===== src/rtl/riscv_pkg.sv =====
// Shared integer-register constants for the RISC-V core: default data width and ABI register indices.
// Pure constants and one helper; no logic, no latency, no backpressure.
package riscv_pkg;

  localparam int XLEN_DEFAULT = 32;

  localparam int REG_ZERO = 0;
  localparam int REG_RA   = 1;
  localparam int REG_SP   = 2;

  // True when idx names the hardwired-zero register and that feature is enabled.
  function automatic logic is_zero_reg(input int unsigned idx, input int zero_reg);
    return (zero_reg != 0) && (idx == REG_ZERO);
  endfunction

endpackage


===== src/rtl/regfile_scoreboard.sv =====
// Per-register busy bits tracking in-flight producers: flush > writeback clear < issue set; rbusy is combinational.
// busy_vec updates one edge after issue/write; rbusy has zero latency; no backpressure.
module regfile_scoreboard
  import riscv_pkg::*;
#(
  parameter int NREGS    = 32,
  parameter int NREAD    = 2,
  parameter int ZERO_REG = 1,
  parameter int BYPASS   = 1,
  parameter int AW       = $clog2(NREGS)
) (
  input  logic                clock,
  input  logic                reset_n,
  input  logic                we,
  input  logic [AW-1:0]       waddr,
  input  logic                issue_valid,
  input  logic [AW-1:0]       issue_rd,
  input  logic                flush,
  input  logic [NREAD*AW-1:0] raddr,
  output logic [NREAD-1:0]    rbusy,
  output logic [NREGS-1:0]    busy_vec
);

  logic [NREGS-1:0] busy_q;
  logic [NREGS-1:0] busy_d;

  always_comb begin
    busy_d = busy_q;
    if (flush) begin
      busy_d = '0;
    end else begin
      if (we)          busy_d[waddr]    = 1'b0;
      if (issue_valid) busy_d[issue_rd] = 1'b1;
    end
    if (ZERO_REG != 0) busy_d[REG_ZERO] = 1'b0;
  end

  always_ff @(posedge clock or negedge reset_n) begin
    if (!reset_n) busy_q <= '0;
    else          busy_q <= busy_d;
  end

  assign busy_vec = busy_q;

  // A write landing this cycle is forwarded to the reader, so it no longer stalls on it.
  for (genvar k = 0; k < NREAD; k++) begin : g_rbusy
    logic [AW-1:0] port_addr;
    assign port_addr = raddr[k*AW +: AW];
    assign rbusy[k]  = busy_q[port_addr] & ~((BYPASS != 0) && we && (waddr == port_addr));
  end

endmodule


===== src/rtl/regfile_sb.sv =====
// Parametrised integer register file with N combinational read ports, x0, write bypass and busy scoreboard.
// Reads are zero-latency, writes land on the next edge; no backpressure (decode stalls on rbusy).
module regfile_sb
  import riscv_pkg::*;
#(
  parameter int XLEN     = XLEN_DEFAULT,
  parameter int NREGS    = 32,
  parameter int NREAD    = 2,
  parameter int ZERO_REG = 1,
  parameter int BYPASS   = 1,
  parameter int AW       = $clog2(NREGS)
) (
  input  logic                  clock,
  input  logic                  reset_n,
  input  logic                  we,
  input  logic [AW-1:0]         waddr,
  input  logic [XLEN-1:0]       wdata,
  input  logic [NREAD*AW-1:0]   raddr,
  output logic [NREAD*XLEN-1:0] rdata,
  output logic [NREAD-1:0]      rbusy,
  input  logic                  issue_valid,
  input  logic [AW-1:0]         issue_rd,
  input  logic                  flush,
  output logic [NREGS-1:0]      busy_vec
);

  logic [XLEN-1:0] regs_q [NREGS];
  logic [XLEN-1:0] regs_d [NREGS];

  always_comb begin
    regs_d = regs_q;
    if (we && !is_zero_reg(32'(waddr), ZERO_REG)) regs_d[waddr] = wdata;
  end

  always_ff @(posedge clock or negedge reset_n) begin
    if (!reset_n) begin
      for (int i = 0; i < NREGS; i++) regs_q[i] <= '0;
    end else begin
      regs_q <= regs_d;
    end
  end

  // Bypass is suppressed while in reset so every port reads zero.
  for (genvar k = 0; k < NREAD; k++) begin : g_read
    logic [AW-1:0]   port_addr;
    logic [XLEN-1:0] port_dat;
    assign port_addr = raddr[k*AW +: AW];

    always_comb begin
      port_dat = regs_q[port_addr];
      if ((BYPASS != 0) && reset_n && we && (waddr == port_addr)) port_dat = wdata;
      if (is_zero_reg(32'(port_addr), ZERO_REG)) port_dat = '0;
    end

    assign rdata[k*XLEN +: XLEN] = port_dat;
  end

  regfile_scoreboard #(
    .NREGS    (NREGS),
    .NREAD    (NREAD),
    .ZERO_REG (ZERO_REG),
    .BYPASS   (BYPASS),
    .AW       (AW)
  ) u_scoreboard (
    .clock       (clock),
    .reset_n     (reset_n),
    .we          (we),
    .waddr       (waddr),
    .issue_valid (issue_valid),
    .issue_rd    (issue_rd),
    .flush       (flush),
    .raddr       (raddr),
    .rbusy       (rbusy),
    .busy_vec    (busy_vec)
  );

endmodule


===== config.mk =====
export PLATFORM = sky130hd
export DESIGN_NAME = regfile_sb
export DESIGN_NICKNAME = d
export VERILOG_FILES = /design/src/rtl/riscv_pkg.sv /design/src/rtl/regfile_scoreboard.sv /design/src/rtl/regfile_sb.sv
export SDC_FILE = /design/constraint.sdc
export NUM_CORES = 2
export LEC_CHECK = 0
export CAP_MARGIN = 20
export CORE_UTILIZATION = 50
export DETAILED_ROUTE_END_ITERATION = 8
export MAX_ROUTING_LAYER = met4
export PLACE_DENSITY = 0.67
export SYNTH_ARGS = -nofsm -noshare
export SYNTH_HDL_FRONTEND = slang
export SYNTH_SLANG_ARGS = --single-unit

===== constraint.sdc =====
create_clock -name clock -period 8.3 [get_ports clock]
set_input_delay 1.66 -clock clock [delete_from_list [all_inputs] [get_ports clock]]
set_output_delay 1.66 -clock clock [all_outputs]
set_load 0.03 [all_outputs]

# Word level (Yosys, flattened, before mapping)
# Cells that the tools add are included.
# W data, S select, Z words.
[classes] n_addsub=0 n_mul=0 div_mod_pow=0 n_lt_le_gt_ge=10 n_eq_ne=2 shift=0 muxes=25 n_bitwise=10 n_reduce_logical=13
[op_table] cell="$bwmux W1024" n=1
[op_table] cell="$mux W32" n=13
[op_table] cell="$bmux W32 S5" n=2
[op_table] cell="$demux W32 S5" n=1
[op_table] cell="$and A32 B32 Y32" n=1
[op_table] cell="$not A32 Y32" n=1
[op_table] cell="$or A32 B32 Y32" n=1
[op_table] cell="$lt A5 B6 Y1 const B" n=4
[op_table] cell="$ge A6 B6 Y1 const B" n=3
[op_table] cell="$not A5 Y6" n=3
[op_table] cell="$logic_not A5 Y1" n=3
[op_table] cell="$bmux W1 S5" n=2
[op_table] cell="$demux W1 S5" n=2
[op_table] cell="$eq A5 B5 Y1" n=2
[op_table] cell="$ge A5 B1 Y1 const B" n=2
[op_table] cell="$logic_and A1 B1 Y1" n=9
[op_table] cell="$lt A6 B1 Y1 const B" n=1
[op_table] cell="$mux W1" n=4
[op_table] cell="$and A1 B1 Y1" n=2
[op_table] cell="$not A1 Y1" n=2
[op_table] cell="$logic_not A1 Y1" n=1
[totals] register_bits=1055 latch_bits=0 ram_bits=0 romBits=0 in_bits=57 out_inout_bits=98 elab_cells=93 memories=0

# Depth between registers and ports, before layout
[logic_depth] depth_word=11 depth_mapped=9 ltp_nobuf=5

# Hierarchy
# From an unflattened synthesis, not the netlist that was laid out.
[unflattened] hier_cells=4069 hier_area_um2=57371.3
[by_module_without_submodules] module="regfile_sb" n_inst=1 cells_each=3838 area_each_um2=55223.0 seq_area_each_um2=25624.6
[by_module_without_submodules] module="regfile_scoreboard" n_inst=1 cells_each=231 area_each_um2=2148.3 seq_area_each_um2=775.7

# Worst setup path after synthesis
# OpenSTA, ideal clock, no wires.
[synth_timing] path_type="input -> output" start="in raddr[1]" end="out rdata[19]" arrival_time_ps=3445 required_ps=6640 setup_slack_ps=3195 cell_stages=7 n_path_buf=3 cell_sequence="buf_4 buf_2 buf_1 mux4_2 mux4_2 nand3_1 o211ai_1"
[synth_via] elab_chain_cells=6 word_cells_on_any_way=9 classes_between="1 x eq/ne; 5 x mux; 1 x bitwise; 2 x reduce/logical"
[synth_rtl] element="start, declared" line_no="regfile_sb.sv:18" source="input logic [NREAD*AW-1:0] raddr,"
[synth_rtl] element="$not A5 Y6 (implied by the code)" line_no="regfile_sb.sv:50" source="port_dat = regs_q[port_addr];"
[synth_rtl] element="$bmux W32 S5" line_no="regfile_sb.sv:50"
[synth_rtl] element="$mux W32 (implied by the code) (2 in a row)" line_no="regfile_sb.sv:50"
[synth_rtl] element="$mux W32" line_no="regfile_sb.sv:51" source="if ((BYPASS != 0) && reset_n && we && (waddr == port_addr)) port_dat = wdata;"
[synth_rtl] element="$mux W32 (*)" line_no="regfile_sb.sv:52" source="if (is_zero_reg(32'(port_addr), ZERO_REG)) port_dat = '0;"
[synth_rtl] element="end, declared" line_no="regfile_sb.sv:19" source="output logic [NREAD*XLEN-1:0] rdata,"
# Every way passes the cells marked *; elsewhere a longest branch is shown, timed or not. The select of a mux whose other input is x is not followed.

# Worst setup path in the final report
[layout_timing] start="in raddr[2]" end="out rdata[9]"
# Same word-level chain as after synthesis.

==> flow_summary.ini <==
[sta]
finClkSkew_ps = 0
slew_headroom = 0.191
min_period_over_period = 0.858
fin_tns_setup_ps = 0
grt_setup_unrepaired = no
hold_violations = 0
tightest_slew_ps = 1210
period_needed_ps = 7120
report.final.slew_viol_count = 0
finalSetupViolations = 0
fmax_mhz = 140

[floorplan]
num_rows = 123
floorplan.die.height_um = 339
io_pins = 155
die_x_um = 339
die_area_um2 = 115000
start_util = 0.505
coreArea_um2 = 113000

[yosys]
ys_async_sr_fraction = 1.00
yosysMostFrequentCell = mux2_2
syn-cell-area_um2 = 56900
synth_area_leader_cell = dfrtp_1
synth.avg_cell_area_um2 = 14.4
synth-edff-count = 0
ys_seq_area_frac = 0.464
synth_commonest_cells = mux2_2, dfrtp_1, mux4_2
synth_fp_nets = 4002
syn_inst = 3945
yosys.area.top_type_share = 0.464
dominantRegCellSynth = dfrtp_1
ys_ff_latch = 1055
yosysWarningCount = 0
synth.distinct_cells = 57
synth.area.top_cells = dfrtp_1, mux2_2, mux4_2

[route]
antenna_left = 0
routed_wl_um = 186000
drt_iter0_drc = 4330
num_vias = 38072
viasPerCell = 6.92
first_pass_iters = 6
post_drt_wl_per_cell_um = 33.8
route.detailed.drc = 0

[power_and_ir_drop]
switching_power_w = 0.00430
total_power_w = 0.0155
switching_share = 0.277
intPower_w = 0.0112
ir_drop_v = 0.000172
leakagePower_nw = 27.3
power.clock.fraction = 0.350
powerDensity_nw_per_um2 = 244
combPwrFrac = 0.213
seqPwrFrac = 0.437

[worst_setup_path]
worstPathMaxFanout = 37
crit_required_ps = 6640
cp-start-kind = primary input
criticalPathCategory = primary input to output port
path_delay_family = buffers and inverters
critPathMaxStageDelay_ps = 980
worstPathArrival_ps = 5460
crit_path_cell_trace = buf_6, buf_4, xnor2_1, nand4_1, nor2_1, a311o_1, clkdlybuf4s50_1
critPathBufInv = 3
cp_slowest_cell = nor2_1
cp-end-kind = output port

[clocking]
path_clk_slew_ps = 60
cts_tree = done
cts_resized = 0
cts.sinks = 1055
hold_buffers = 0
post_cts_buffers = 0
numCtsBuffers = 116
cts-htree-levels = 3
root_buffer = clkbuf_16
clock_latency_ps = 710
clockBufferDepth = 3

[placement]
io_buffers = 153
dp.cells = 5275
hpwl_um = 106000
gp_congestion = 0.867

[cells_and_area]
utilization = 0.565
final_cells = 5502
filler_cell_count = 8945
nets = 3954
multi_input_area_um2 = 28600
final_layout_size_suffix_gt1_frac = 0.486
area_delta_synth_final_pct = 11.9
final-seq-area_um2 = 26400

[global_routing]
grt_usage = 0.334
grt_pass1_wl_um = 273000
antenna_found_initial = 7
grt_pass1_vias = 38547
grt-ovfl-total = 0
grt_max_degree = 179

[flow_run]
maxCapViolations = 0

[status]
status = finished, final reports clean

[worst_hold_path]
hold_path.class = flip-flop to flip-flop
-- sequential cells by signal (all words and copies together) (netlist names) --
name,flops
regs_q,1024
u_scoreboard.busy_vec,31
-- logic make-up (layout without fill, tap and decap cells) --
kind of cell	after synthesis	count (layout)	synth area share
mux	1706	1706	0.425
xor+xnor	10	10	0.00154
other cells	1	9	0.0000659
simple gates	286	286	0.0228
flops	1055	1055	0.464
buf+inv	450	499	0.0377
compound gates	437	437	0.0495
-- through the flow --
step	setup WS [ps]	cell area (µm²)	hold slack, ps
final	1180	63700	393
after global routing	1040	63700	404
after CTS	1310	63600	396
after detailed placement	1310	59600	382
after global placement	1430	59600	377
after floorplan	3200	56900	441
-- path summary, 6_finish.rpt --
check	from	to	slack [ps]	cells after the start
min	regs_q[1000]	regs_q[1000]	390	0
max in group asynchronous	reset_n	regs_q[685]	4250	4
min in group asynchronous	reset_n	regs_q[160]	960	1
max	raddr[2]	rdata[9]	1180	7
max reg2reg	u_scoreboard.busy_vec[10]	u_scoreboard.busy_vec[10]	7420	2
min reg2reg	regs_q[1000]	regs_q[1000]	390	0
-- metal layers --
layer  global-route usage  vias to the layer above  routed length, µm
met5                    -                        -                  0
met4                0.116                        0               7750
met3               0.0654                      451              17100
met2                0.491                     2026              84800
met1                0.465                    20529              76400
li1                     -                    15066                  -
-- power by group through the flow --
stage	logic [W]	registers (W)	clock network [W]
2_1_floorplan	0.00245	0.00661	0
3_3_place_gp	0.00323	0.00678	0
3_5_place_dp	0.00328	0.00684	0
4_1_cts	0.00330	0.00675	0.00549
5_1_grt	0.00351	0.00690	0.00567
6_report	0.00330	0.00679	0.00543
-- worst reg2reg max path, stage by stage (launching register included) --
cell,delay [ps]
dfrtp_1,440
a22oi_1,180
nor2_1,90
-- final cells by class --
type,instances,share of cell area
multi-input combinational,2440,0.449
sequential,1055,0.414
clock buffer,187,0.0576
timing repair buffer,280,0.0432
tap,1500,0.0295
clock inverter,28,0.00544
antenna,8,0.000314
inverter,4,0.000236
-- cell usage in the layout, fill, tap and decap left out, drive strengths merged, types with 7 or more instances in the layout --
cell type      netlist  final
nor3b                9      9
o22ai               70     70
mux4               454    454
diode                0      8
clkdlybuf4s50        0    143
mux2i              128    128
a221oi              12     12
nor3                32     32
a211oi               7      7
buf                222    135
nand3               16     16
a21oi               62     62
a22oi              112    112
nor2                52     52
bufinv               0      8
clkinv               1     20
dfrtp             1055   1055
a2111oi             15     15
clkbuf             224    189
mux2              1124   1124
nand2              142    142
a22o                 8      8
o21ai              123    123
Power figures use the tool's default switching activity.
